[src/rtl/dmem_arbiter_pkg.sv]
// Shared definitions for the data-memory arbiter: port indices and the lock FSM encoding.
package dmem_pkg;

  localparam logic PORT_CORE   = 1'b0;
  localparam logic PORT_LOADER = 1'b1;

  typedef enum logic {
    FREE   = 1'b0,
    LOCKED = 1'b1
  } arb_state_e;

endpackage

[src/rtl/dmem_arbiter_rr_pick2.sv]
// Two-request round-robin picker; a forced owner overrides the round-robin choice.
module rr_pick2 (
  input  logic [1:0] req,
  input  logic       last,
  input  logic       force_en,
  input  logic       force_port,
  output logic [1:0] gnt
);

  // Forced owner first, otherwise the port that did not win last time.
  always_comb begin
    gnt = 2'b00;
    if (force_en) begin
      gnt = force_port ? 2'b10 : 2'b01;
    end else begin
      case (req)
        2'b11:   gnt = last ? 2'b01 : 2'b10;
        2'b01:   gnt = 2'b01;
        2'b10:   gnt = 2'b10;
        default: gnt = 2'b00;
      endcase
    end
  end

endmodule

[src/rtl/dmem_arbiter.sv]
// Shares the single-port data memory between the core (port 0) and the loader (port 1)
// with round-robin arbitration, a bounded burst lock and one-cycle read return.
module dmem_arbiter
  import dmem_pkg::*;
#(
  parameter int ADDR_BITS = 6,
  parameter int DATA_BITS = 64,
  parameter int MAX_BURST = 4
) (
  input  logic                 clk,
  input  logic                 rst,
  input  logic                 req0,
  input  logic                 req1,
  input  logic                 we0,
  input  logic                 we1,
  input  logic                 lock0,
  input  logic                 lock1,
  input  logic [ADDR_BITS-1:0] addr0,
  input  logic [ADDR_BITS-1:0] addr1,
  input  logic [DATA_BITS-1:0] wdata0,
  input  logic [DATA_BITS-1:0] wdata1,
  output logic                 gnt0,
  output logic                 gnt1,
  output logic                 rvalid0,
  output logic                 rvalid1,
  output logic [DATA_BITS-1:0] rdata0,
  output logic [DATA_BITS-1:0] rdata1,
  output logic                 mem_we,
  output logic                 mem_re,
  output logic [ADDR_BITS-1:0] mem_addr,
  output logic [DATA_BITS-1:0] mem_wdata,
  input  logic [DATA_BITS-1:0] mem_rdata
);

  localparam int CNT_BITS = $clog2(MAX_BURST + 1);
  localparam logic [CNT_BITS-1:0] CNT_MAX  = CNT_BITS'(MAX_BURST);
  localparam logic [CNT_BITS-1:0] CNT_ONE  = CNT_BITS'(1);
  localparam logic [CNT_BITS-1:0] CNT_ZERO = {CNT_BITS{1'b0}};

  arb_state_e          state_r, state_nxt_s;
  logic                last_r, last_nxt_s;
  logic                owner_r, owner_nxt_s;
  logic [CNT_BITS-1:0] burst_cnt_r, burst_cnt_nxt_s;
  logic [1:0]          rd_pend_r;

  logic [1:0] req_s, gnt_s;
  logic       force_en_s, any_s, win_s, win_lock_s, win_we_s, other_req_s;

  assign req_s      = {req1, req0};
  assign force_en_s = (state_r == LOCKED) && req_s[owner_r] && (burst_cnt_r < CNT_MAX);

  rr_pick2 u_pick (
    .req        (req_s),
    .last       (last_r),
    .force_en   (force_en_s),
    .force_port (owner_r),
    .gnt        (gnt_s)
  );

  assign any_s       = |gnt_s;
  assign win_s       = gnt_s[1];
  assign win_lock_s  = win_s ? lock1 : lock0;
  assign win_we_s    = win_s ? we1 : we0;
  assign other_req_s = win_s ? req0 : req1;

  assign gnt0    = gnt_s[0];
  assign gnt1    = gnt_s[1];
  assign rvalid0 = rd_pend_r[0];
  assign rvalid1 = rd_pend_r[1];
  assign rdata0  = mem_rdata;
  assign rdata1  = mem_rdata;

  // State register: lock FSM, round-robin pointer, burst counter and pending-read flags.
  always_ff @(posedge clk) begin
    if (rst) begin
      state_r     <= FREE;
      last_r      <= PORT_LOADER;
      owner_r     <= PORT_CORE;
      burst_cnt_r <= CNT_ZERO;
      rd_pend_r   <= 2'b00;
    end else begin
      state_r     <= state_nxt_s;
      last_r      <= last_nxt_s;
      owner_r     <= owner_nxt_s;
      burst_cnt_r <= burst_cnt_nxt_s;
      rd_pend_r   <= {gnt_s[1] & ~we1, gnt_s[0] & ~we0};
    end
  end

  // Next state: a locking winner (re)takes the lock, anything else drops back to FREE.
  always_comb begin
    state_nxt_s     = state_r;
    last_nxt_s      = last_r;
    owner_nxt_s     = owner_r;
    burst_cnt_nxt_s = burst_cnt_r;
    if (any_s) begin
      last_nxt_s = win_s;
      if (win_lock_s) begin
        state_nxt_s = LOCKED;
        owner_nxt_s = win_s;
        // Only contended grants count toward the cap, so an idle rival never forces a switch.
        if ((state_r == LOCKED) && (owner_r == win_s) && other_req_s) begin
          burst_cnt_nxt_s = burst_cnt_r + CNT_ONE;
        end else begin
          burst_cnt_nxt_s = CNT_ONE;
        end
      end else begin
        state_nxt_s     = FREE;
        burst_cnt_nxt_s = CNT_ZERO;
      end
    end else begin
      state_nxt_s     = FREE;
      burst_cnt_nxt_s = CNT_ZERO;
    end
  end

  // Outputs: steer the winner onto the memory port, all zero when nobody wins.
  always_comb begin
    mem_we    = 1'b0;
    mem_re    = 1'b0;
    mem_addr  = {ADDR_BITS{1'b0}};
    mem_wdata = {DATA_BITS{1'b0}};
    if (any_s) begin
      mem_we    = win_we_s;
      mem_re    = ~win_we_s;
      mem_addr  = win_s ? addr1 : addr0;
      mem_wdata = win_s ? wdata1 : wdata0;
    end else begin
      mem_we = 1'b0;
    end
  end

endmodule

[config.mk]
export PLATFORM = sky130hd
export DESIGN_NAME = dmem_arbiter
export DESIGN_NICKNAME = d
export VERILOG_FILES = /design/src/rtl/dmem_arbiter_pkg.sv /design/src/rtl/dmem_arbiter_rr_pick2.sv /design/src/rtl/dmem_arbiter.sv
export SDC_FILE = /design/constraint.sdc
export NUM_CORES = 1
export LEC_CHECK = 0
export BUFFER_PORTS_ARGS = -buffer_cell sky130_fd_sc_hd__buf_4
export CELL_PAD_IN_SITES_DETAIL_PLACEMENT = 0
export CELL_PAD_IN_SITES_GLOBAL_PLACEMENT = 1
export CORE_AREA = 3 3 161 163
export CTS_BUF_LIST = sky130_fd_sc_hd__clkbuf_16
export DETAILED_ROUTE_END_ITERATION = 10
export DIE_AREA = 0 0 164 166
export GPL_TIMING_DRIVEN = 0
export HOLD_SLACK_MARGIN = 0.1
export PLACE_DENSITY = 0.59
export RECOVER_POWER = 100
export SLEW_MARGIN = 20
export SYNTH_ARGS = -nofsm -noshare
export SYNTH_HDL_FRONTEND = slang
export SYNTH_SLANG_ARGS = --single-unit
[constraint.sdc]
create_clock -name clk -period 1.7 [get_ports clk]
set_input_delay 0.255 -clock clk [delete_from_list [all_inputs] [get_ports clk]]
set_output_delay 0.255 -clock clk [all_outputs]
set_load 0.005 [all_outputs]
==> impl_metrics.toml, run 1 <==
[clock_network]
cts_sinks = 8
cts.path.max_buffers = 2
clk_pin_slew_ps = 40
cts-root-buf = "clkbuf_16"
cts_tree = "yes"
clock_latency_ps = 230
cts_max_level = 1
cts_made_buffers = 3

[timing]
fmaxAchievable_mhz = 470
setup_ws_ps = -429
worst_pin_slew_ps = 548
clock_skew_ps = 0.418
slew_headroom = 0.635
drv_slew = 0
rsz0062_at_grt = "true"
setup_viol = 80
finalCriticalPeriod_ps = 2130
finalCritPeriodShare = 1.25
hold_viol_final = 0
setup_tns_ps = -27420

[logic_synthesis]
synth_most_common_cell = "nand2_1"
synth_top_cell_by_area = "buf_4"
synth_fp_nets = 619
ys_ff_latch = 8
yosys_warnings = 0
synth_area_sq_mm = 0.00238
ys_types = 28
syn_area_per_cell_sq_um = 5.86
synth_ff_type = "dfxtp_1"
synth_top_area_share = 0.407
synth_async_sr_flop_share = 0
ys_seq_area_frac = 0.0674
synth_area_leaders = "buf_4 41%, nand2_1 23%, o21ai_0 14%, dfxtp_1 6.7%, clkbuf_1 2.1%"
synth_edf_count = 0
syn_inst = 406
yosys-top-cells-count = "146 x nand2_1, 129 x buf_4, 67 x o21ai_0"

[worst_setup_path]
worstPathRequired_ps = 1440
r2r_slack_ps = -80
worstPathArrival_ps = 1870
path_class = "reg2out"
reg2reg_depth = 10
cp-endpoint = "mem_wdata[32]"
end_kind = "output pin"
r2r_start = "burst_cnt_r[2]"
worstPathMaxFanout = 8
startpoint = "burst_cnt_r[2]"
r2r-end = "owner_r"
critPathLaunchType = "flop"

[global_routing]
antenna_found_initial = 0
grt_pass1_wl_um = 22500
gr-usage-all-layers = 0.105
grt_pass1_vias = 3968
grt_max_degree = 11
overflow = 0

[die]
die_y_um = 166
start_util = 0.0972
num_rows = 57
dieArea_sq_mm = 0.0272
die_w_um = 164
ios = 416
core_area_sq_mm = 0.0245

[routing]
vias = 3817
routed_wirelength_um = 15900
avgRoutedWirePerCell_um = 14.3
drtIter0Drc = 90
viasPerCell = 3.44
firstDrtPassIters = 4
route.detailed.drc = 0
ant_nets = 0

[job]
drv_cap = 0

[finish]
drive_above_1_share = 0.751
num-nets-final = 999
fillers = 2730
fin_util = 0.258
diodes = 0
area_growth_pct = 166

[power]
p_leak_nw = 3.34
p_comb_frac = 0.750
p_int_mw = 1.62
power_density_mw_per_mm2 = 383
power_frac_clock = 0.165
switchingPower_mw = 0.797
sw_frac_of_total = 0.329
ir_drop_mv = 0.230
seq_power_share = 0.085

[hold_path]
worstHoldPathType = "in2reg"
hold_depth = 2

[placement]
port_buffers = 351
hpwl_um = 13100
routabilityCongestion = 0.727

[status]
violations = "negative setup slack"
outcome = "finished, violations left"
==> cell type report <==
cell class              instances  area [sq um]  share of cell area
flip-flops and latches          8           171              0.0271
multi-input cells             242          1500               0.238
plain buffers                 152          1220               0.193
well taps                     324           405              0.0642
repair buffers                375          2930               0.463
inverters                       4          15.0             0.00238
clock buffers                   3          75.1              0.0119
==> metal layers <==
layer	GRT usage	up-vias	part of all wire
met5	0	-	0
met4	0.0162	0	0.013
met3	0.0252	19	0.095
met2	0.209	236	0.54
met1	0.111	1640	0.35
li1	-	1922	-
==> layout by cell type, fill, tap and decap left out, drive strengths merged, types with 2 or more instances in the layout <==
cell,count
a21oi,3
inv,4
nand3,2
nor2,4
clkbuf,147
nand2,146
dfxtp,8
o21ai,72
nor3b,2
nand2b,2
buf,383
==> logic make-up (layout without fill, tap and decap cells) <==
group / after synthesis / in the layout / share of synthesized area
xor+xnor: 2 / 2 / 0.00737
flops: 8 / 8 / 0.0674
simple gates: 159 / 159 / 0.273
buf+inv: 156 / 534 / 0.463
compound gates: 79 / 79 / 0.179
mux: 1 / 1 / 0.00421
fa+ha+maj: 1 / 1 / 0.00526
==> worst max-delay path, stage by stage, from the launching register on <==
cell and delay [ps]:
dfxtp_4 350, nand2b_4 150, a311oi_4 270, buf_6 170, buf_6 120, buf_16 160
buf_8 140, nand2_1 50, o21ai_1 90, buf_4 130
==> registers in the layout, indices dropped and copies added (netlist names) <==
signal and cells:
rd_pend_r 2, owner_r 1, burst_cnt_r 3, state_r 1, last_r 1
==> worst min path at each step <==
| stage | start | endpoint | slack [ps] |
|---|---|---|---|
| 4_1_cts | we1 | rd_pend_r[1] | 210 |
| 3_5_place_dp | burst_cnt_r[0] | burst_cnt_r[0] | 440 |
| 2_1_floorplan | rst | rd_pend_r[1] | 320 |
| 3_3_place_gp | burst_cnt_r[0] | burst_cnt_r[0] | 430 |
| 6_report | we1 | rd_pend_r[1] | 210 |
| 5_1_grt | we1 | rd_pend_r[1] | 220 |
==> per-stage QoR <==
step | instances | power, mW | hold slack (ps) | cell area, sq um | setup WS, ps
2_1_floorplan | 406 | 0.771 | 324 | 2380 | 33.9
6_report | 1108 | 2.42 | 212 | 6310 | -429
4_1_cts | 1102 | 2.37 | 210 | 6050 | -469
3_5_place_dp | 1081 | 1.70 | 435 | 5420 | -920
5_1_grt | 1108 | 2.60 | 220 | 6310 | -536
3_3_place_gp | 1081 | 1.70 | 435 | 5420 | -904
==> what timing repair did <==
| action | CTS | global route |
|---|---|---|
| setup buffers | 15 | 5 |
| pin swaps | 38 | 8 |
| resized for setup | 148 | 70 |
| gates cloned | 4 | 3 |
| hold buffers | 0 | 0 |
| setup endpoints to repair | 82 | 81 |
==> power by group through the flow <==
stage	logic, mW	registers, mW	clock network [mW]
2_1_floorplan	0.561	0.210	0
3_3_place_gp	1.49	0.212	0
3_5_place_dp	1.49	0.212	0
4_1_cts	1.75	0.206	0.408
5_1_grt	1.97	0.208	0.418
6_report	1.81	0.206	0.399
Note: power is estimated with default switching activity, not from simulation.
==> inputs of run 2 (changes only) <==
--- a/config.mk
+++ b/config.mk
@@ -16,6 +16,7 @@
 export HOLD_SLACK_MARGIN = 0.1
 export PLACE_DENSITY = 0.59
 export RECOVER_POWER = 100
+export SETUP_SLACK_MARGIN = 0.5
 export SLEW_MARGIN = 20
 export SYNTH_ARGS = -nofsm -noshare
 export SYNTH_HDL_FRONTEND = slang
==> run 2 against run 1 <==
Wire length shrank 1.4%. Hold slack lost 8.0 ps. The run still ends with negative setup slack left. Critical path type unchanged. Clock power shrank 2%. Highest routed layer unchanged. Design area shrank 4.3%. Critical endpoint is now mem_wdata[51]. Power shrank 4.8%. Sequential power is essentially flat.
==> impl_metrics.toml, run 2 (same netlist as run 1, synthesis figures left out) <==
[worst_setup_path]
path_cells = "nor4bb_4 > a311oi_4 > buf_6 > buf_12 > buf_12 > clkbuf_16 > nand2_2 > o21ai_1 > buf_4"
cpMostUsedCell = "buf_12"
worstPathMaxFanout = 6
path_class = "reg2out"
worst_path_max_delay_cell = "dfxtp_4"
worstPathArrival_ps = 1900
cpLargestDelayFamily = "buffers and inverters"
critPathLaunchType = "flop"
cp_slowest_stage_delay_ps = 350
worstPathRequired_ps = 1440
end_kind = "output pin"
critPathBufInv = 5

[timing]
worst_pin_slew_ps = 536
clock_skew_ps = 2.38
rsz0062_at_grt = "true"
hold_viol_final = 0
finalCriticalPeriod_ps = 2150
setup_viol = 74
setup_ws_ps = -451
setup_tns_ps = -26240
fmaxAchievable_mhz = 465
drv_slew = 0
finalCritPeriodShare = 1.27
holdWs_ps = 204
slew_headroom = 0.643

[die]
core_area_sq_mm = 0.0245
num_rows = 57
start_util = 0.0972
die_w_um = 164
die_y_um = 166
ios = 416
dieArea_sq_mm = 0.0272

[clock_network]
cts_sinks = 8
clk_pin_slew_ps = 40
cts_max_level = 1
cts_hold_buffers = 0
cts_tree = "yes"
cts_made_buffers = 3
clock_latency_ps = 230
cts.path.max_buffers = 2
cts-root-buf = "clkbuf_16"

[power]
switchingPower_mw = 0.737
p_comb_frac = 0.741
seq_power_share = 0.089
power_density_mw_per_mm2 = 381
p_int_mw = 1.57
sw_frac_of_total = 0.320
power_frac_clock = 0.170
ir_drop_mv = 0.305
p_leak_nw = 3.16
power.total_mw = 2.30

[global_routing]
use_met1 = 0.104
use_met3 = 0.0215
grt_pass1_wl_um = 21800
use_met2 = 0.215
gr-usage-all-layers = 0.103
overflow = 0
grt_max_degree = 11
top_usage_layer = "met2"
grt_pass1_vias = 3970
antenna_found_initial = 0

[finish]
final_common_cell = "buf_4"
num-nets-final = 993
fin_area_sq_mm = 0.00604
drive_above_1_share = 0.715
fin_util = 0.247
seqCellArea_sq_um = 171
registers.top_by_ff_count = "burst_cnt_r"
multiInputGateArea_sq_mm = 0.00131
stdcell_count = 1102
largest_reg_flops = 3
mostFrequentLayoutCells = "358 x buf_4, 127 x nand2_1, 118 x clkbuf_4"
diodes = 0
fillers = 2828
reg_top3 = "burst_cnt_r (3), rd_pend_r (2)"
area_growth_pct = 154

[routing]
drtIter0Drc = 103
viasPerCell = 3.47
firstDrtPassIters = 4
avgRoutedWirePerCell_um = 14.2
vias = 3827
ant_nets = 0
route.detailed.drc = 0
routed_wirelength_um = 15700

[placement]
place_ws_ps = -781
dp.cells = 1081
routabilityCongestion = 0.727
port_buffers = 351
hpwl_um = 13200
postPlaceCellArea_sq_mm = 0.00542

[status]
violations = "negative setup slack"
outcome = "finished, violations left"

[hold_path]
worstHoldPathType = "in2reg"

[job]
drv_cap = 0
==> run 2: cell type report <==
class,count,area share
buffer,152,0.197
clock buffer,3,0.0124
inverter,4,0.00248
multi-input combinational,242,0.216
sequential,8,0.0284
tap,324,0.0671
timing repair buffer,369,0.476
==> run 2: worst paths after layout <==
| kind | from | to | slack, ps | depth (start not counted) |
|---|---|---|---|---|
| worst min-delay path | we1 | rd_pend_r[1] | 200 | 2 |
| worst min register to register | burst_cnt_r[0] | burst_cnt_r[0] | 440 | 1 |
| worst max register to register | owner_r | burst_cnt_r[2] | 40 | 7 |
| worst max-delay path | state_r | mem_wdata[51] | -450 | 9 |
==> run 2: power groups by stage <==
stage	combinational, mW	clock, mW	sequential (mW)
CTS	1.71	0.399	0.208
finish	1.71	0.392	0.206
global route	1.85	0.416	0.207
global placement	1.49	0	0.213
floorplan	0.564	0	0.211
detailed placement	1.49	0	0.212
==> run 2: per-layer routing <==
metal / routed length (um) / share of wire / up-vias
li1: - / - / 1914
met1: 5440 / 0.35 / 1683
met2: 8700 / 0.56 / 224
met3: 1400 / 0.089 / 6
met4: 119 / 0.0076 / 0
met5: 0 / 0 / -
==> run 2: what timing repair did <==
action,4_1_cts,5_1_grt
gates cloned,6,1
buffers inserted,10,1
gates resized for setup,75,54
endpoints found under the setup margin,82,82
pin swaps,9,4
